File: src/rtl/lc3b_types.sv
// lc3b_types: shared arbiter state encoding, default widths and LC-3b word/line types.
`default_nettype none

package lc3b_types;

  typedef enum logic [1:0] {
    IDLE = 2'd0,
    BUSY = 2'd1,
    TURN = 2'd2
  } arb_state_t;

  localparam int ARB_NUM_MASTERS    = 2;
  localparam int ARB_ADDR_WIDTH     = 16;
  localparam int ARB_DATA_WIDTH     = 128;
  localparam int ARB_SEL_WIDTH      = 16;
  localparam int ARB_TIMEOUT_CYCLES = 255;

  typedef logic [ARB_ADDR_WIDTH-1:0] lc3b_word;
  typedef logic [ARB_DATA_WIDTH-1:0] lc3b_line;

endpackage

`default_nettype wire

File: src/rtl/cache_arb_rr_pick.sv
// cache_arb_rr_pick: combinational round-robin pick, first requester after last_owner_i wins.
`default_nettype none

module cache_arb_rr_pick #(
  parameter int NUM_MASTERS = 2,
  parameter int IDX_W       = $clog2(NUM_MASTERS)
) (
  input  logic [NUM_MASTERS-1:0] req_i,
  input  logic [IDX_W-1:0]       last_owner_i,
  output logic [NUM_MASTERS-1:0] grant_o
);

  logic             found;
  logic [IDX_W-1:0] idx;

  always_comb begin
    grant_o = '0;
    found   = 1'b0;
    idx     = '0;
    // Scan starts one past the previous owner so the last owner is checked last.
    for (int k = 1; k <= NUM_MASTERS; k++) begin
      idx = IDX_W'((int'(last_owner_i) + k) % NUM_MASTERS);
      if (!found && req_i[idx]) begin
        grant_o[idx] = 1'b1;
        found        = 1'b1;
      end
    end
  end

endmodule

`default_nettype wire

File: src/rtl/cache_arbiter.sv
// cache_arbiter: round-robin Wishbone arbiter from NUM_MASTERS L1 caches onto one L2 port.
// Optional busy watchdog enabled by defining CACHE_ARB_TIMEOUT_EN.
`default_nettype none

module cache_arbiter
  import lc3b_types::*;
#(
  parameter int NUM_MASTERS    = ARB_NUM_MASTERS,
  parameter int ADDR_WIDTH     = ARB_ADDR_WIDTH,
  parameter int DATA_WIDTH     = ARB_DATA_WIDTH,
  parameter int SEL_WIDTH      = ARB_SEL_WIDTH,
  parameter int TIMEOUT_CYCLES = ARB_TIMEOUT_CYCLES
) (
  input  logic                             clk,
  input  logic                             rst_n,
  input  logic [NUM_MASTERS-1:0]           m_cyc,
  input  logic [NUM_MASTERS-1:0]           m_stb,
  input  logic [NUM_MASTERS-1:0]           m_we,
  input  logic [NUM_MASTERS*SEL_WIDTH-1:0] m_sel,
  input  logic [NUM_MASTERS*ADDR_WIDTH-1:0] m_adr,
  input  logic [NUM_MASTERS*DATA_WIDTH-1:0] m_dat_m,
  output logic [DATA_WIDTH-1:0]            m_dat_s,
  output logic [NUM_MASTERS-1:0]           m_ack,
  output logic [NUM_MASTERS-1:0]           m_rty,
  output logic                             s_cyc,
  output logic                             s_stb,
  output logic                             s_we,
  output logic [SEL_WIDTH-1:0]             s_sel,
  output logic [ADDR_WIDTH-1:0]            s_adr,
  output logic [DATA_WIDTH-1:0]            s_dat_m,
  input  logic [DATA_WIDTH-1:0]            s_dat_s,
  input  logic                             s_ack,
  input  logic                             s_rty,
  output logic [NUM_MASTERS-1:0]           grant,
  output logic                             busy
);

  localparam int IDX_W = $clog2(NUM_MASTERS);

  arb_state_t             state_q;
  logic [NUM_MASTERS-1:0] grant_q;
  logic [IDX_W-1:0]       last_q;
  logic                   busy_q;

  logic [NUM_MASTERS-1:0] req;
  logic [NUM_MASTERS-1:0] pick;
  logic [IDX_W-1:0]       gidx;
  logic                   g_cyc, g_stb, g_we;
  logic                   active;
  logic                   timeout;

  assign req = m_cyc & m_stb;

  cache_arb_rr_pick #(
    .NUM_MASTERS (NUM_MASTERS),
    .IDX_W       (IDX_W)
  ) u_pick (
    .req_i        (req),
    .last_owner_i (last_q),
    .grant_o      (pick)
  );

  always_comb begin
    gidx    = '0;
    g_cyc   = 1'b0;
    g_stb   = 1'b0;
    g_we    = 1'b0;
    s_sel   = '0;
    s_adr   = '0;
    s_dat_m = '0;
    for (int i = 0; i < NUM_MASTERS; i++) begin
      if (grant_q[i]) begin
        gidx    = IDX_W'(i);
        g_cyc   = m_cyc[i];
        g_stb   = m_stb[i];
        g_we    = m_we[i];
        s_sel   = m_sel[i*SEL_WIDTH +: SEL_WIDTH];
        s_adr   = m_adr[i*ADDR_WIDTH +: ADDR_WIDTH];
        s_dat_m = m_dat_m[i*DATA_WIDTH +: DATA_WIDTH];
      end
    end
  end

`ifdef CACHE_ARB_TIMEOUT_EN
  localparam int CNT_W = $clog2(TIMEOUT_CYCLES + 1);
  logic [CNT_W-1:0] cnt_q;
  assign timeout = (cnt_q == CNT_W'(TIMEOUT_CYCLES)) && !s_ack && !s_rty;
`else
  assign timeout = 1'b0;
`endif

  // Reset gates every strobe combinationally so nothing leaks while rst_n is low mid-BUSY.
  assign active  = rst_n && (state_q == BUSY);
  assign s_cyc   = active & g_cyc & ~timeout;
  assign s_stb   = active & g_cyc & g_stb & ~timeout;
  assign s_we    = active & g_cyc & g_we & ~timeout;
  assign m_ack   = active ? (grant_q & {NUM_MASTERS{s_ack}}) : '0;
  assign m_rty   = active ? (grant_q & {NUM_MASTERS{(s_rty & ~s_ack) | timeout}}) : '0;
  assign m_dat_s = s_dat_s;
  assign grant   = grant_q;
  assign busy    = busy_q;

  always_ff @(posedge clk) begin
    if (!rst_n) begin
      state_q <= IDLE;
      grant_q <= '0;
      busy_q  <= 1'b0;
      last_q  <= IDX_W'(NUM_MASTERS - 1);
`ifdef CACHE_ARB_TIMEOUT_EN
      cnt_q   <= '0;
`endif
    end else begin
      unique case (state_q)
        IDLE: begin
          if (|req) begin
            grant_q <= pick;
            state_q <= BUSY;
            busy_q  <= 1'b1;
`ifdef CACHE_ARB_TIMEOUT_EN
            cnt_q   <= '0;
`endif
          end
        end
        BUSY: begin
          if (s_ack || s_rty || timeout || !g_cyc) begin
            // An abort leaves last_q alone so the aborting master keeps its priority.
            if (g_cyc || s_ack || s_rty) begin
              last_q <= gidx;
            end
            state_q <= TURN;
            grant_q <= '0;
            busy_q  <= 1'b0;
          end
`ifdef CACHE_ARB_TIMEOUT_EN
          else begin
            cnt_q <= cnt_q + 1'b1;
          end
`endif
        end
        TURN: begin
          state_q <= IDLE;
        end
        default: begin
          state_q <= IDLE;
          grant_q <= '0;
          busy_q  <= 1'b0;
        end
      endcase
    end
  end

endmodule

`default_nettype wire

File: config.mk
export PLATFORM = sky130hd
export DESIGN_NAME = cache_arbiter
export DESIGN_NICKNAME = d
export VERILOG_FILES = /design/src/rtl/lc3b_types.sv /design/src/rtl/cache_arb_rr_pick.sv /design/src/rtl/cache_arbiter.sv
export SDC_FILE = /design/constraint.sdc
export NUM_CORES = 1
export LEC_CHECK = 0
export ABC_AREA = 1
export ABC_CLOCK_PERIOD_IN_PS = 2600
export CAP_MARGIN = 20
export CORE_AREA = 3 3 289 291
export CTS_BUF_LIST = sky130_fd_sc_hd__clkbuf_2 sky130_fd_sc_hd__clkbuf_4 sky130_fd_sc_hd__clkbuf_8
export CTS_CLUSTER_DIAMETER = 80
export DETAILED_ROUTE_END_ITERATION = 8
export DIE_AREA = 0 0 292 294
export GPL_ROUTABILITY_DRIVEN = 1
export HOLD_SLACK_MARGIN = 0.08
export PLACE_DENSITY = 0.31
export RECOVER_POWER = 25
export SYNTH_ARGS = -nofsm -noshare
export SYNTH_HDL_FRONTEND = slang
export SYNTH_HIERARCHICAL = 1
export SYNTH_SLANG_ARGS = --single-unit
File: constraint.sdc
create_clock -name clk -period 2.6 [get_ports clk]
set_input_delay 0.52 -clock clk [delete_from_list [all_inputs] [get_ports clk]]
set_output_delay 0.52 -clock clk [all_outputs]
set_load 0.02 [all_outputs]
; ---- Word-level counts from Yosys, hierarchy flattened
; Cells that the tools add are included.
[totals]
reg_bits = 6
input_bits = 458
output_inout_bits = 298
elab_cells = 74
[op_classes]
n_addsub = 2
magnitude_cmp = 4
n_eq_ne = 4
muxes = 35
n_bitwise = 10
reduce_logical = 15
[op_table]
columns = op, n
row1 = $mux W128, 2
row2 = $mux W16, 4
row3 = $mux W1, 16
row4 = $mux W2, 8
row5 = $and A2 B2 Y2, 3
row6 = $pmux W2 S3, 1
row7 = $reduce_and A3 Y1, 2
row8 = $and A1 B1 Y1, 4
row9 = $logic_and A1 B1 Y1, 4
row10 = $logic_or A1 B1 Y1, 4
row11 = $lt A1 B2 Y1 const B, 2
row12 = $pmux W2 S2, 1
row13 = $pmux W1 S3, 1
row14 = $add A1 B1 Y1 const B, 2
row15 = $demux W1 S1, 2
row16 = $eq A2 B1 Y1 const B, 1
row17 = $eq A2 B2 Y1 const B, 1
row18 = $ge A1 B1 Y1 const B, 2
row19 = $logic_not A1 Y1, 2
row20 = $logic_not A2 Y1, 1
row21 = $ne A2 B1 Y1 const B, 1
row22 = $ne A2 B2 Y1 const B, 1
row23 = $not A1 Y1, 2
row24 = $or A2 B2 Y2, 1
row25 = 2 further kinds, 2

; ---- Longest topological paths before layout
[logic_depth]
depth_word = 10
depth_mapped = 7
mapped_depth_nobuf = 7

; ---- Cells and area by module
; The synthesis kept the hierarchy.
[modules_own_cells]
columns = module, n_inst, cells_per_inst, area_per_inst_um2
row1 = cache_arbiter, 1, 382, 2924.1
row2 = cache_arb_rr_pick, 1, 4, 27.5

; ---- Worst setup path after synthesis
; Ideal clock, no wire load.
[synth_path]
path_kind = input to output
start = input port m_cyc[0]
end = output port s_stb
arrival_time_ps = 1284
slack_ps = 796
cell_stages = 6
n_path_buf = 0
path_cell_list = nand2_1 nand2_1 nand2_1 nor2_2 inv_2 nor2_1
[synth_between]
elab_chain_len = 4
[synth_lines]
columns = item, line
row1 = start: declaration, cache_arbiter.sv:16  ; input logic [NUM_MASTERS-1:0] m_cyc,
row2 = $mux W1 (2 in series), cache_arbiter.sv:72  ; if (grant_q[i]) begin
row3 = $and A1 B1 Y1, n/a
row4 = via s_cyc, cache_arbiter.sv:25  ; output logic s_cyc,
row5 = $and A1 B1 Y1, cache_arbiter.sv:95  ; assign s_stb = active & g_cyc & g_stb & ~timeout;
row6 = end: declaration, cache_arbiter.sv:26  ; output logic s_stb,
; The timed path passes the listed nets, and every way through them passes these cells.

; ---- Final worst setup path
[layout_path]
start = register grant_q[1] (netlist: grant[1])
end = output port s_dat_m[95]
[layout_between]
elab_chain_len = 1
[layout_lines]
columns = item, line
row1 = start: declaration, cache_arbiter.sv:41  ; logic [NUM_MASTERS-1:0] grant_q;
row2 = start signal: assignment, cache_arbiter.sv:116  ; grant_q <= pick;
row3 = $mux W128, cache_arbiter.sv:72
row4 = end: declaration, cache_arbiter.sv:30  ; output logic [DATA_WIDTH-1:0] s_dat_m,
; Every way passes these cells.

==> reports/summary.txt <==
Max-capacitance violation count -> 0
Final TNS setup -> 0 ns
Clock edge transition at the registers on the reported setup and hold paths -> 0.04 ns
First drt pass iteration count -> 4
Total routed wirelength -> 33.7 mm
CTS Buffer Depth -> 2
Total area of multi-input combinational cells -> 0.00164 mm²
Number of nets still failing antenna checks after routing -> 0
Deepest level of the CTS H-tree -> 1
Final min period -> 2.53 ns
Post-synthesis register bit count -> 6
Final HPWL from detailed placement -> 29.6 mm
Maximum clock frequency -> 395 MHz
Min-Delay Endpoint -> busy
Initial antenna violation count -> 5
Total power after layout -> 0.00174 W
Number of design rule violations left after detail routing -> 0
Worst Path Buf+Inv -> 3
Synthesized cell area -> 0.00295 mm²
Clock latency of the later-clocked register in the worst-skew pair -> 0.22 ns
Worst hold path cell count -> 2
Sequential area share after synthesis -> 0.0407
Power density of the placed cells -> 201 mW/mm²
Slew of the pin with the lowest slew margin -> 0.441 ns
Total number of yosys warnings -> 6
Final hold violation count -> 0
Via count of the first global-routing pass -> 4764
RSZ-0062 raised after global routing -> true
Final worst path period share -> 0.974
Cell Count, Final, Fillers Out -> 1813
Pin count of the biggest net entering global routing -> 71
Critical-path cell list -> buf_4, buf_12, a22o_1, clkdlybuf4s50_1
Syn-to-layout area delta -> 193%
Number of distinct standard cells referenced by the synthesized netlist -> 21
Worst setup slack before clock tree synthesis -> -0.173 ns
Starting Density -> 0.0365
Start-to-end type of the worst setup path -> register to output port
Cell types with the largest area share after synthesis -> a22o_1 (47%), buf_4 (35%), dfxtp_1 (4.1%)
Reg2reg path depth -> 7
Inserted Clock Buffers -> 3
Static leakage power -> 3.41 nW
Final count of negative-setup-slack endpoints -> 0
Endpoint of the most critical register-to-register path -> grant[1]
Wire length of the first global-routing pass -> 42.8 mm
Max FO, Critical Path -> 70
Dominant combinational cell family by area after synthesis -> compound AO/OA/AOI/OAI gates
Class of the most critical hold timing path -> register to register
Chip height -> 294 µm
CP arrival -> 2.01 ns
Cells after DPL -> 1806
Average cell area after synthesis -> 7.65 µm²
Critical Path Slowest Stage Cell -> clkdlybuf4s50_1
Synthesized Nets -> 844
Crit path required time -> 2.08 ns
Reg-to-Reg Start -> grant[1]
Kind of cell adding the most delay to the critical path -> buffers and inverters
Type of element launching the critical path -> register
Share of cell area taken by muxes after synthesis -> 0
Result of the run -> completed
Final Slew Violations -> 0
Critical path's largest stage delay -> 0.63 ns
Layout Nets -> 1209
Number of DRC markers in iteration 0 -> 97
Die ar. -> 0.0858 mm²
I/O pins -> 756
Count of standard-cell rows -> 104
Type of destination of the critical path -> output port
Total overflow reported by the global router -> 0
Worst min-delay path startpoint -> busy
Worst slew slack as a fraction of its limit -> 0.706
Placeable core area -> 0.0808 mm²
Horizontal extent of the die -> 292 µm
Post-synthesis cell count -> 386
Share of the synthesized area in compound gates (AO/OA/AOI/OAI) -> 0.499
Arithmetic-cell share of the synthesized area counting full adders, half adders and majority gates -> 0
Filler Cell Count -> 9340
Fraction of final layout cells sized beyond drive strength 1 -> 0.112
Max IR drop VDD -> 0.0980 mV
Parity-gate share of the synthesized area counting xor and xnor cells -> 0
Post-detailed-route wirelength per cell -> 18.6 µm
Area share of and/or/nand/nor cells after synthesis -> 0.0483
Register cell area after layout -> 124 µm²
Routability congestion estimate from global placement -> 0.787
Clock sink count -> 6
Final Core Density -> 0.107
Gr usage total -> 0.0725
Fraction of post-synthesis cell area in the top cell type by area -> 0.475
Worst reg-to-reg setup slack -> 1.32 ns
TritonCTS clock tree -> yes
Post-layout worst setup margin -> 0.0671 ns
Via count -> 4528
Vias per cell -> 2.50
Cell accounting for the most synthesized area -> a22o_1
Count of input and output buffers -> 499
Cell at the root of the clock tree -> clkbuf_8
Final clock skew -> 0.00560 ns
## report_power, final
| part | leakage (nW) | total (W) | internal, W | switching, W |
|---|---|---|---|---|
| Clock | 0.0262 | 0.000156 | 0.000116 | 0.0000404 |
| Sequential | 0.0501 | 0.000108 | 0.000101 | 0.00000691 |
| Combinational | 3.33 | 0.00147 | 0.000844 | 0.000630 |
## worst max path at each step
stage / depth (start not counted) / end / from
floorplan: 6 / s_stb / m_cyc[0]
global placement: 5 / m_rty[0] / rst_n
detailed placement: 5 / m_rty[0] / rst_n
CTS: 5 / m_rty[0] / rst_n
global route: 4 / s_dat_m[95] / grant[1]
finish: 4 / s_dat_m[95] / grant[1]
## registers in the layout (all words and copies together) (netlist names)
signal / count
busy: 1
grant: 2
last_q: 1
state_q: 2
## logic make-up (layout without fill, tap and decap cells)
| family | count (synthesis) | after routing |
|---|---|---|
| buffers and inverters | 178 | 542 |
| AO/OA/AOI/OAI | 171 | 171 |
| AND/OR/NAND/NOR | 31 | 31 |
| flip-flops | 6 | 6 |
| other | 0 | 3 |
## stage by stage
stage               hold WS (ns)  instance area (µm²)
floorplan                  0.496                 2950
global placement           0.469                 8630
detailed placement         0.471                 8630
CTS                        0.478                 8630
global route               0.514                 8640
finish                     0.470                 8650
## cell usage after synthesis
cell type,count
a22o_1,160
buf_4,137
buf_2,22
nand2_1,16
inv_1,9
dfxtp_1,6
a21oi_1,5
inv_2,5
nor3_1,4
clkbuf_1,3
nor2_1,3
nor2_2,3
a22oi_1,2
nand3_1,2
nand4_1,2
o21ai_1,2
a21boi_2,1
a21oi_2,1
buf_1,1
buf_6,1
nand3_2,1
## cell type report
type / instances / share of cell area
diodes: 3 / 0.000868
flip-flops and latches: 6 / 0.0143
well taps: 1060 / 0.153
clock buffers: 4 / 0.00564
multi-input cells: 202 / 0.189
repair buffers: 524 / 0.630
inverters: 14 / 0.00666
## layer usage
layer | GRT usage | vias up | share of wire
li1 | - | 2065 | -
met2 | 0.123 | 416 | 0.45
met4 | 0.0166 | 2 | 0.039
met5 | 0.00111 | - | 0.00021
met1 | 0.0731 | 2003 | 0.35
met3 | 0.0501 | 42 | 0.16
## cell usage in the layout, fill, tap and decap left out, types with 4 or more instances in the layout
| cell | Yosys | routed |
|---|---|---|
| a21oi_1 | 5 | 5 |
| dfxtp_1 | 6 | 5 |
| a22o_1 | 160 | 151 |
| inv_2 | 5 | 4 |
| dlymetal6s2s_1 | 0 | 4 |
| clkdlybuf4s50_1 | 0 | 373 |
| dlygate4sd2_1 | 0 | 89 |
| buf_4 | 137 | 24 |
| nand2_1 | 16 | 16 |
| a22o_2 | 0 | 8 |
| inv_1 | 9 | 9 |
| buf_12 | 0 | 32 |
## repair_timing
| item | 4_1_cts | 5_1_grt |
|---|---|---|
| setup buffers | 0 | 0 |
| cloned | 1 | 0 |
| gates resized for setup | 100 | 4 |
| endpoints found under the setup margin | 56 | 5 |
| hold buffers | 0 | 0 |
## worst min-delay path, stage by stage, from the launching register on
cell     delay (ns)
dfxtp_1        0.31
nand2_1        0.06
a21oi_1        0.05
(Power assumes the default switching activity.)
